File: src/rtl/dino_frame_writer.sv
// -----------------------------------------------------------------------------
// dino_frame_writer
//
// Once per video frame this block advances the dino-runner game by one step
// (dino jump physics, cactus scroll, score, collision) and then pushes the
// whole 13-entry sprite/score register file over a simple zero-wait-state
// bus, addresses 0..12 in ascending order, one write per cycle.
//
// Optional feature macro: DINO_DUCK_EN
//   defined   : the duck input shows the duck sprite while the dino is on
//               the ground.
//   undefined : duck is ignored and the duck sprite (addresses 4/5) always
//               stays parked.
//
// Ports
//   clk         sole clock
//   reset       synchronous, active-high reset
//   frame_tick  one-cycle pulse per video frame
//   jump        level, jump request
//   duck        level, duck request
//   start       level, restart after game over
//   chipselect  bus select (always equal to write)
//   write       bus write strobe
//   address     register index 0..12
//   writedata   register value, bits 31:8 zero
//   busy        update/write sequence in progress
//   game_over   collision latched
//   overrun     sticky, a frame_tick arrived while busy
//
// Register map: 0/1 dino x/y, 2/3 jump x/y, 4/5 duck x/y, 6/7 cactus x/y,
// 8/9 godzilla (always parked), 10 score, 11/12 score position.
// -----------------------------------------------------------------------------
module dino_frame_writer #(
  parameter logic [7:0] DINO_X   = 8'd100,
  parameter logic [7:0] GROUND_Y = 8'd100,
  parameter int         JUMP_V   = 8,
  parameter int         SPEED    = 2,
  parameter logic [7:0] PARK     = 8'd0,
  parameter logic [7:0] SCORE_X  = 8'd8,
  parameter logic [7:0] SCORE_Y  = 8'd8
) (
  input  logic        clk,
  input  logic        reset,
  input  logic        frame_tick,
  input  logic        jump,
  input  logic        duck,
  input  logic        start,
  output logic        chipselect,
  output logic        write,
  output logic [8:0]  address,
  output logic [31:0] writedata,
  output logic        busy,
  output logic        game_over,
  output logic        overrun
);

  typedef enum logic [1:0] {
    S_IDLE   = 2'd0,
    S_UPDATE = 2'd1,
    S_WRITE  = 2'd2
  } state_t;

  localparam logic [3:0] LAST_IDX = 4'd12;

  state_t             r_state;
  logic               r_write;
  logic               r_chipselect;
  logic [8:0]         r_address;
  logic [31:0]        r_writedata;
  logic               r_busy;
  logic               r_game_over;
  logic               r_overrun;
  logic [3:0]         r_idx;
  logic [7:0]         r_y;
  logic signed [5:0]  r_vy;
  logic [7:0]         r_cac_x;
  logic [3:0]         r_score;
  logic               r_duck_lat;

  logic               w_duck_in;

`ifdef DINO_DUCK_EN
  assign w_duck_in = duck;
`else
  logic w_unused_duck;
  assign w_unused_duck = duck;
  assign w_duck_in     = 1'b0;
`endif

  // Value written to register idx for a given game state. The dino is
  // airborne whenever it has vertical speed or is above the ground; the jump
  // sprite wins over the duck sprite.
  function automatic logic [7:0] reg_val(
    input logic [3:0]        idx,
    input logic [7:0]        y,
    input logic signed [5:0] vy,
    input logic [7:0]        cac,
    input logic [3:0]        score,
    input logic              dk
  );
    logic air;
    logic ducking;
    air     = (vy != 6'sd0) || (y < GROUND_Y);
    ducking = !air && dk;
    case (idx)
      4'd0:    reg_val = (air || ducking) ? PARK : DINO_X;
      4'd1:    reg_val = (air || ducking) ? PARK : GROUND_Y;
      4'd2:    reg_val = air ? DINO_X : PARK;
      4'd3:    reg_val = air ? y : PARK;
      4'd4:    reg_val = ducking ? DINO_X : PARK;
      4'd5:    reg_val = ducking ? GROUND_Y : PARK;
      4'd6:    reg_val = cac;
      4'd7:    reg_val = GROUND_Y;
      4'd10:   reg_val = {4'd0, score};
      4'd11:   reg_val = SCORE_X;
      4'd12:   reg_val = SCORE_Y;
      default: reg_val = PARK;
    endcase
  endfunction

  // ---------------------------------------------------------------------------
  // One frame of game movement, computed from the current state.
  // ---------------------------------------------------------------------------
  logic signed [5:0]  w_vy_a;     // speed after a possible jump launch
  logic signed [9:0]  w_ysum;     // wide so the landing test cannot wrap
  logic [7:0]         w_y_n;
  logic signed [5:0]  w_vy_n;
  logic [7:0]         w_cac_n;
  logic [3:0]         w_score_n;
  logic               w_hit;

  always_comb begin
    w_vy_a    = r_vy;
    w_y_n     = r_y;
    w_vy_n    = r_vy;
    w_ysum    = 10'sd0;
    w_cac_n   = r_cac_x - 8'(SPEED);
    w_score_n = r_score;

    if ((r_y == GROUND_Y) && (r_vy == 6'sd0) && jump) begin
      w_vy_a = 6'(-JUMP_V);
    end
    w_vy_n = w_vy_a;

    // The launch frame already moves, so the first airborne y is GROUND_Y-JUMP_V.
    if ((w_vy_a != 6'sd0) || (r_y < GROUND_Y)) begin
      w_ysum = $signed({2'b00, r_y}) + $signed({{4{w_vy_a[5]}}, w_vy_a});
      if (w_ysum >= $signed({2'b00, GROUND_Y})) begin
        w_y_n  = GROUND_Y;
        w_vy_n = 6'sd0;
      end else begin
        w_y_n  = w_ysum[7:0];
        w_vy_n = w_vy_a + 6'sd1;
      end
    end

    if (r_cac_x < 8'(SPEED)) begin
      w_cac_n   = 8'd255;
      w_score_n = (r_score == 4'd9) ? 4'd0 : r_score + 4'd1;
    end

    w_hit = (({1'b0, w_cac_n} + 9'd24) > {1'b0, DINO_X}) &&
            ({1'b0, w_cac_n} < ({1'b0, DINO_X} + 9'd24)) &&
            (({1'b0, w_y_n} + 9'd24) > {1'b0, GROUND_Y});
  end

  // State seen by the writes of this frame: frozen once the game is over.
  logic [7:0]         w_y_u;
  logic signed [5:0]  w_vy_u;
  logic [7:0]         w_cac_u;
  logic [3:0]         w_score_u;
  logic               w_duck_u;

  assign w_y_u     = r_game_over ? r_y        : w_y_n;
  assign w_vy_u    = r_game_over ? r_vy       : w_vy_n;
  assign w_cac_u   = r_game_over ? r_cac_x    : w_cac_n;
  assign w_score_u = r_game_over ? r_score    : w_score_n;
  assign w_duck_u  = r_game_over ? r_duck_lat : w_duck_in;

  // ---------------------------------------------------------------------------
  // Control FSM with registered bus outputs. Address 0 is launched on the
  // UPDATE->WRITE edge from the freshly computed state; later addresses read
  // the registered state, which by then holds the same values.
  // ---------------------------------------------------------------------------
  always_ff @(posedge clk) begin
    if (reset) begin
      r_state      <= S_IDLE;
      r_write      <= 1'b0;
      r_chipselect <= 1'b0;
      r_address    <= 9'd0;
      r_writedata  <= 32'd0;
      r_busy       <= 1'b0;
      r_game_over  <= 1'b0;
      r_overrun    <= 1'b0;
      r_idx        <= 4'd0;
      r_y          <= GROUND_Y;
      r_vy         <= 6'sd0;
      r_cac_x      <= 8'd255;
      r_score      <= 4'd0;
      r_duck_lat   <= 1'b0;
    end else begin
      if (frame_tick && (r_state != S_IDLE)) begin
        r_overrun <= 1'b1;
      end

      case (r_state)
        S_IDLE: begin
          if (start && r_game_over) begin
            r_y         <= GROUND_Y;
            r_vy        <= 6'sd0;
            r_cac_x     <= 8'd255;
            r_score     <= 4'd0;
            r_game_over <= 1'b0;
            r_duck_lat  <= 1'b0;
          end
          if (frame_tick) begin
            r_state <= S_UPDATE;
            r_busy  <= 1'b1;
          end
        end

        S_UPDATE: begin
          if (!r_game_over) begin
            r_y         <= w_y_n;
            r_vy        <= w_vy_n;
            r_cac_x     <= w_cac_n;
            r_score     <= w_score_n;
            r_duck_lat  <= w_duck_in;
            r_game_over <= w_hit;
          end
          r_state      <= S_WRITE;
          r_write      <= 1'b1;
          r_chipselect <= 1'b1;
          r_address    <= 9'd0;
          r_writedata  <= {24'd0, reg_val(4'd0, w_y_u, w_vy_u, w_cac_u,
                                          w_score_u, w_duck_u)};
          r_idx        <= 4'd1;
        end

        S_WRITE: begin
          if (r_idx > LAST_IDX) begin
            r_state      <= S_IDLE;
            r_write      <= 1'b0;
            r_chipselect <= 1'b0;
            r_busy       <= 1'b0;
          end else begin
            r_address   <= {5'd0, r_idx};
            r_writedata <= {24'd0, reg_val(r_idx, r_y, r_vy, r_cac_x,
                                           r_score, r_duck_lat)};
            r_idx       <= r_idx + 4'd1;
          end
        end

        default: begin
          r_state      <= S_IDLE;
          r_write      <= 1'b0;
          r_chipselect <= 1'b0;
          r_busy       <= 1'b0;
        end
      endcase
    end
  end

  assign chipselect = r_chipselect;
  assign write      = r_write;
  assign address    = r_address;
  assign writedata  = r_writedata;
  assign busy       = r_busy;
  assign game_over  = r_game_over;
  assign overrun    = r_overrun;

endmodule
File: config.mk
export PLATFORM = sky130hd
export DESIGN_NAME = dino_frame_writer
export DESIGN_NICKNAME = d
export VERILOG_FILES = /design/src/rtl/dino_frame_writer.sv
export SDC_FILE = /design/constraint.sdc
export NUM_CORES = 1
export LEC_CHECK = 0
export BUFFER_PORTS_ARGS = -buffer_cell sky130_fd_sc_hd__clkbuf_2
export CORE_MARGIN = 8
export CORE_UTILIZATION = 63
export DETAILED_ROUTE_END_ITERATION = 12
export PLACE_DENSITY = 0.86
export SETUP_SLACK_MARGIN = 0.05
export SYNTH_ARGS = -nofsm -noshare
export SYNTH_HDL_FRONTEND = slang
export SYNTH_SLANG_ARGS = --single-unit
File: constraint.sdc
create_clock -name clk -period 11.8 [get_ports clk]
set_clock_uncertainty 0.05 [all_clocks]
set_input_delay 0.59 -clock clk [delete_from_list [all_inputs] [get_ports clk]]
set_output_delay 0.59 -clock clk [all_outputs]
set_load 0.005 [all_outputs]
==> results.toml, run 1 <==
[floorplanning]
dieWidth_um = 93.2
start_util_pct = 64.1
core-area_sq_mm = 0.00585
die_h_um = 93.2
ios = 52
rows = 28
die_area_sq_mm = 0.00868

[timing]
fmax_ghz = 0.178
fin_setup_tns_ps = 0
period_share_pct = 47.7
period_minus_slack_ps = 5630
final_hold_viol_count = 0
rsz0062_at_grt = "no"
worst_pin_slew_ps = 806
relSlewSlack_pct = 46.2
finalSetupViolCount = 0
drv_slew = 0
setup_slack_ps = 6170

[place]
dp_hpwl_mm = 6.93
place_inst = 559
placedInstanceArea_sq_mm = 0.00370
io_buffers = 21
gp_congestion = 0.972
post-place-ws_ps = 6310

[clocking]
clock_sinks = 49
path_clk_slew_ps = 80
clock_latency_ps = 300
cts_tree = "yes"
cts_made_buffers = 5
postCtsHoldBufs = 0
clockRootBuffer = "clkbuf_8"
cts_setup_buffers = 0
cts_resized = 0
htreeDepth = 2
clockBufferDepth = 2

[worst_setup_path]
crit_slowest_cell = "dfxtp_1"
crit_path_end_kind = "flip-flop"
startpoint = "r_y[2]"
worstPathArrival_ps = 5820
slowest_delay_ps = 650
crit_path_end = "game_over"
r2r_cells = 18
r2r_end = "game_over"
critical_path_class = "flip-flop to flip-flop"
cp_num_cells = 18
start_kind = "flip-flop"
critical_path.cell_chain = "nor3b_1, nor4b_2, a21oi_1, inv_1, ha_1, a21o_1, or4b_1, o221ai_2, o311ai_1, o211ai_1, and3_1, a21o_1, ha_1, nor3b_1, a31oi_1, nor4_1, o21bai_2, a21oi_1"
rrSetupSlack_ps = 6170
r2r_start = "r_y[2]"
critPathRequiredTime_ps = 11990
cp_max_fo = 15
critical-path-top-delay-family = "simple AND/OR/NAND/NOR gates"
crit_buf_inv = 1

[yosys]
synth-seq-cells = 49
synth-edff-count = 0
ys.flop_type = "dfxtp_1"
synth_most_common_cell = "nor2_1"
synth_top_area_cell = "dfxtp_1"
ys_warn_count = 0
yosys.area.top_type_share_pct = 26.1
synth_mux_area_share_pct = 0.267
postSynthAreaPerCell_sq_um = 7.64
synthCells = 491
synth_simple_gate_area_share_pct = 24.9
synth_xor_area_share_pct = 3.97
synth_commonest_cells = "nor2_1, dfxtp_1, a21oi_1, nand2_1, buf_4"
ys_seq_area_share_pct = 26.1
synth_compound_area_share_pct = 26.2
synth_top_family_by_area = "compound AO/OA/AOI/OAI gates"
synth_cell_types = 72
async_flop_share_pct = 0
ys_top_cells_by_area = "dfxtp_1, ha_1, a21oi_1"
syn-cell-area_sq_mm = 0.00375
synth_adder_area_share_pct = 6.97

[routing]
postRouteWirelength_mm = 9.33
wl_met2_mm = 4.54
wire_per_inst_um = 16.4
dr_total_vias = 3624
drcViolationCount = 0
vias_per_cell = 6.39
topRoutingLayerUsed = "met4"
dr_wl_met3_um = 820
drt_iter0_drc = 376
drtPass1Iterations = 7
ant_nets = 0
wl_met1_mm = 3.75

[run]
cap_violations = 0

[grt]
grt_overflow = 0
antenna_found_initial = 0
grt_max_degree = 30
track_usage_pct = 21.8
grt_pass1_wl_mm = 15.8
first_global_vias = 3439

[final_layout]
fillCellCount = 529
drive_above_1_share_pct = 9.76
area_delta_synth_final_pct = 1.77
design_area_sq_mm = 0.00382
stdcell_count = 567
layout.nets = 517
antennaDiodeCount = 0

[hold_path]
hold_path_class = "flip-flop to flip-flop"

[pwr]
power_leakage_nw = 1.57
pwr_density_cell_mw_per_mm2 = 121
irDropWorstVdd_uv = 88.7

[run_status]
status = "finished, final reports clean"
[cells by family after synthesis]
group	after synthesis
simple gates	185
fa+ha+maj	21
buf+inv	75
compound gates	142
mux	1
other cells	1
xor+xnor	17
flops	49
[worst register-to-register path, delay by kind of cell (launching register included)]
kind | cells | cell delay [ps]
AOI/OAI and AO/OA | 9 | 1750
adders and majority gates | 2 | 600
buffers and inverters | 1 | 160
DFF | 1 | 650
and+or+nand+nor | 6 | 2360
[registers in the layout, indices dropped and copies added, names as in the netlist]
name,flops
writedata,8
game_over,1
busy,1
overrun,1
r_idx,4
chipselect,1
r_score,4
r_vy,6
r_state,2
r_cac_x,8
r_y,8
address,4
r_duck_lat,1
[layout by cell type (no fill, tap or decap), drive strengths merged, types with 5 or more instances in the layout]
cell type / count
nor2: 63
dfxtp: 49
a21oi: 48
nand2: 44
conb: 29
clkbuf: 28
o21ai: 21
ha: 20
inv: 18
nand3: 17
nor3: 12
xnor2: 9
xor2: 8
a22oi: 7
nor4: 7
nor3b: 6
a21o: 6
a211oi: 6
or3: 5
a31oi: 5
a221oi: 5
and3: 5
[metrics by stage]
stage                     utilization, %  hold WS, ps  total power, mW
after floorplan                        -          385            0.317
after global placement              63.3          382            0.332
after detailed placement            63.3          389            0.336
after CTS                           65.3          402            0.459
after global routing                65.3          441            0.485
final                               65.3          402            0.462
[report_power, final]
part / total, mW / switching [mW] / internal, mW
clock: 0.125 / 0.0558 / 0.0692
sequential: 0.177 / 0.00645 / 0.171
combinational: 0.160 / 0.102 / 0.0575
total: 0.462 / 0.165 / 0.297
[worst min-delay path by stage]
stage | from | endpoint | cells past startpoint
after floorplan | r_cac_x[0] | r_cac_x[0] | 1
after global placement | overrun | overrun | 2
after detailed placement | overrun | overrun | 2
after CTS | overrun | overrun | 2
after global routing | address[2] | address[2] | 2
final | overrun | overrun | 2
[cell type report]
| cell class | instances | area (sq um) | share of cell area (%) |
|---|---|---|---|
| Clock buffer | 7 | 86.3 | 2.26 |
| Inverter | 18 | 67.6 | 1.77 |
| Tap cell | 75 | 93.8 | 2.46 |
| Clock inverter | 1 | 30.0 | 0.786 |
| Multi-Input combinational cell | 395 | 2450 | 64.1 |
| Timing Repair Buffer | 22 | 113 | 2.95 |
| Sequential cell | 49 | 981 | 25.7 |
[layer usage]
layer  global-route usage (%)  vias up
li1                         -     1719
met1                     25.6     1694
met2                     37.9      182
met3                     3.53       29
met4                     9.80        0
met5                        0        -
Note: power is estimated with default switching activity, not from simulation.
==> inputs of run 2 (changes only) <==
--- a/config.mk
+++ b/config.mk
@@ -5,11 +5,12 @@
 export SDC_FILE = /design/constraint.sdc
 export NUM_CORES = 1
 export LEC_CHECK = 0
+export ABC_AREA = 1
 export BUFFER_PORTS_ARGS = -buffer_cell sky130_fd_sc_hd__clkbuf_2
 export CORE_MARGIN = 8
-export CORE_UTILIZATION = 63
+export CORE_UTILIZATION = 59
 export DETAILED_ROUTE_END_ITERATION = 12
-export PLACE_DENSITY = 0.86
+export PLACE_DENSITY = 0.81
 export SETUP_SLACK_MARGIN = 0.05
 export SYNTH_ARGS = -nofsm -noshare
 export SYNTH_HDL_FRONTEND = slang
==> constraint.sdc (replaced) <==
create_clock -name clk -period 5.2 [get_ports clk]
set_clock_uncertainty 0.05 [all_clocks]
set_input_delay 0.26 -clock clk [delete_from_list [all_inputs] [get_ports clk]]
set_output_delay 0.26 -clock clk [all_outputs]
set_load 0.005 [all_outputs]
==> run 2 against run 1 <==
Against the previous run: sequential share of layout area fell by 0.87 points; total power grew to 2.8 times the previous value; sequential power increased by 140%; worst hold slack got worse by 240 ps; non-clock buffer count is 1 lower; sequential cell count unchanged; critical path type unchanged; critical endpoint unchanged; largest cell class unchanged.
==> results.toml, run 2 <==
[yosys]
ys_top_cells_by_area = "dfxtp_1, nand2_1, inv_1"
ys.flop_type = "dfxtp_1"
postSynthAreaPerCell_sq_um = 6.46
synthCells = 596
synth_simple_gate_area_share_pct = 32.1
synth_adder_area_share_pct = 6.50
synth_compound_area_share_pct = 18.8
ys_seq_area_share_pct = 25.5
synth_commonest_cells = "nand2_1, inv_1, nor2_1, dfxtp_1, a21oi_1"
async_flop_share_pct = 0
synth_mux_area_share_pct = 0
synth_cell_types = 47
synth-seq-cells = 49
synth-edff-count = 0
synth_top_family_by_area = "simple AND/OR/NAND/NOR gates"
syn-cell-area_sq_mm = 0.00385
synth_top_area_cell = "dfxtp_1"
synth_xor_area_share_pct = 0.455
yosys.area.top_type_share_pct = 25.5
ys_warn_count = 0
synth_most_common_cell = "nand2_1"

[timing]
drv_slew = 0
rsz0062_at_grt = "no"
period_minus_slack_ps = 3750
period_share_pct = 72.0
relSlewSlack_pct = 33.8
fin_setup_tns_ps = 0
finalSetupViolCount = 0
fmax_ghz = 0.267
worst_pin_slew_ps = 989
setup_slack_ps = 1450
final_hold_viol_count = 0

[routing]
drcViolationCount = 0
vias_per_cell = 5.55
wire_per_inst_um = 13.9
drtPass1Iterations = 5
postRouteWirelength_mm = 9.55
ant_nets = 0
dr_total_vias = 3804
drt_iter0_drc = 257

[pwr]
irDropWorstVdd_uv = 354
pwr_density_cell_mw_per_mm2 = 328
power_leakage_nw = 1.90

[run]
cap_violations = 0

[clocking]
clock_sinks = 49
clockBufferDepth = 2
htreeDepth = 2
postCtsHoldBufs = 0
cts_setup_buffers = 0
cts_made_buffers = 5
clock_latency_ps = 300
cts_tree = "yes"
path_clk_slew_ps = 90
clockRootBuffer = "clkbuf_8"
cts_resized = 0

[worst_setup_path]
worstPathArrival_ps = 3890
cp_max_fo = 6
critPathRequiredTime_ps = 5340
start_kind = "flip-flop"
critical_path_class = "flip-flop to flip-flop"
crit_path_end_kind = "flip-flop"

[final_layout]
stdcell_count = 685
drive_above_1_share_pct = 13.0
design_area_sq_mm = 0.00395
antennaDiodeCount = 0
final_common_cell = "nand2_1"
fillCellCount = 590
layout.nets = 634
final_cell_mix = "nand2_1, inv_1, nor2_1, dfxtp_1, a21oi_1"
area_delta_synth_final_pct = 2.66

[grt]
antenna_found_initial = 0
grt_max_degree = 26
first_global_vias = 3718
grt_pass1_wl_mm = 16.5
grt_overflow = 0
track_usage_pct = 20.1

[floorplanning]
ios = 52
rows = 29
start_util_pct = 60.6
core-area_sq_mm = 0.00635
die_area_sq_mm = 0.00937
dieWidth_um = 96.8
die_h_um = 96.8

[place]
place_inst = 678
post-place-ws_ps = 1530
gp_congestion = 0.943
io_buffers = 21
dp_hpwl_mm = 7.53
placedInstanceArea_sq_mm = 0.00386

[hold_path]
hold_path_class = "input pin to flip-flop"

[run_status]
status = "finished, final reports clean"
## run 2: final cells by class
cell class | instances | area, sq um | share of cell area, %
Clock buffer | 6 | 82.6 | 2.09
Clock inverter | 1 | 7.51 | 0.190
Multi-Input combinational cell | 439 | 2330 | 59.1
Timing Repair Buffer | 21 | 105 | 2.66
Inverter | 92 | 345 | 8.74
Sequential cell | 49 | 981 | 24.8
Tap cell | 77 | 96.3 | 2.44
## run 2: power by group
group	internal (mW)	total (mW)	switching, mW
sequential	0.395	0.419	0.0242
clock	0.105	0.228	0.123
combinational	0.214	0.648	0.434
total	0.715	1.30	0.580
## run 2: worst paths after layout
kind | startpoint | to | slack (ps) | cells after the start
max | r_y[5] | game_over | 1450 | 27
min | frame_tick | r_state[0] | 160 | 3
max reg2reg | r_y[5] | game_over | 1450 | 27
min reg2reg | address[3] | address[3] | 420 | 2
## run 2: cell families after synthesis
group,after synthesis
buffers and inverters,136
and+or+nand+nor,272
xor gates and xnor gates,2
adders and majority gates,20
other,1
DFF,49
AOI/OAI and AO/OA,116
## run 2: per-layer routing
metal / GRT usage, % / share of wire (%)
met5: 0 / 0
met4: 8.99 / 3.2
met3: 3.41 / 4.7
met2: 35.8 / 50
met1: 22.7 / 42
## run 2: critical path, cell delays in order, from the launching register on
cell and delay (ps):
dfxtp_1 490, inv_1 100, nor2_1 110, nand2_1 70
nor2_1 130, nand2_1 110, nand2_1 140, ha_1 310
a21oi_1 220, inv_1 90, a21oi_1 150, nand2_1 70
nand2_1 60, nand2_1 110, nand3_2 110, nand4_1 70
nand3_1 190, nand2_1 170, ha_1 310, inv_1 30
nor2_1 90, nand3_1 80, nand3_1 90, nand2_1 50
nand2_1 50, nand2_1 40, nand2_1 80, a21oi_2 50
## run 2: per-stage QoR
stage               util [%]  hold WS (ps)  total power [mW]
floorplan                  -           363             0.966
global placement        60.8           395              1.05
detailed placement      60.8           403              1.06
CTS                     62.2           165              1.29
global route            62.2           201              1.40
finish                  62.2           164              1.30
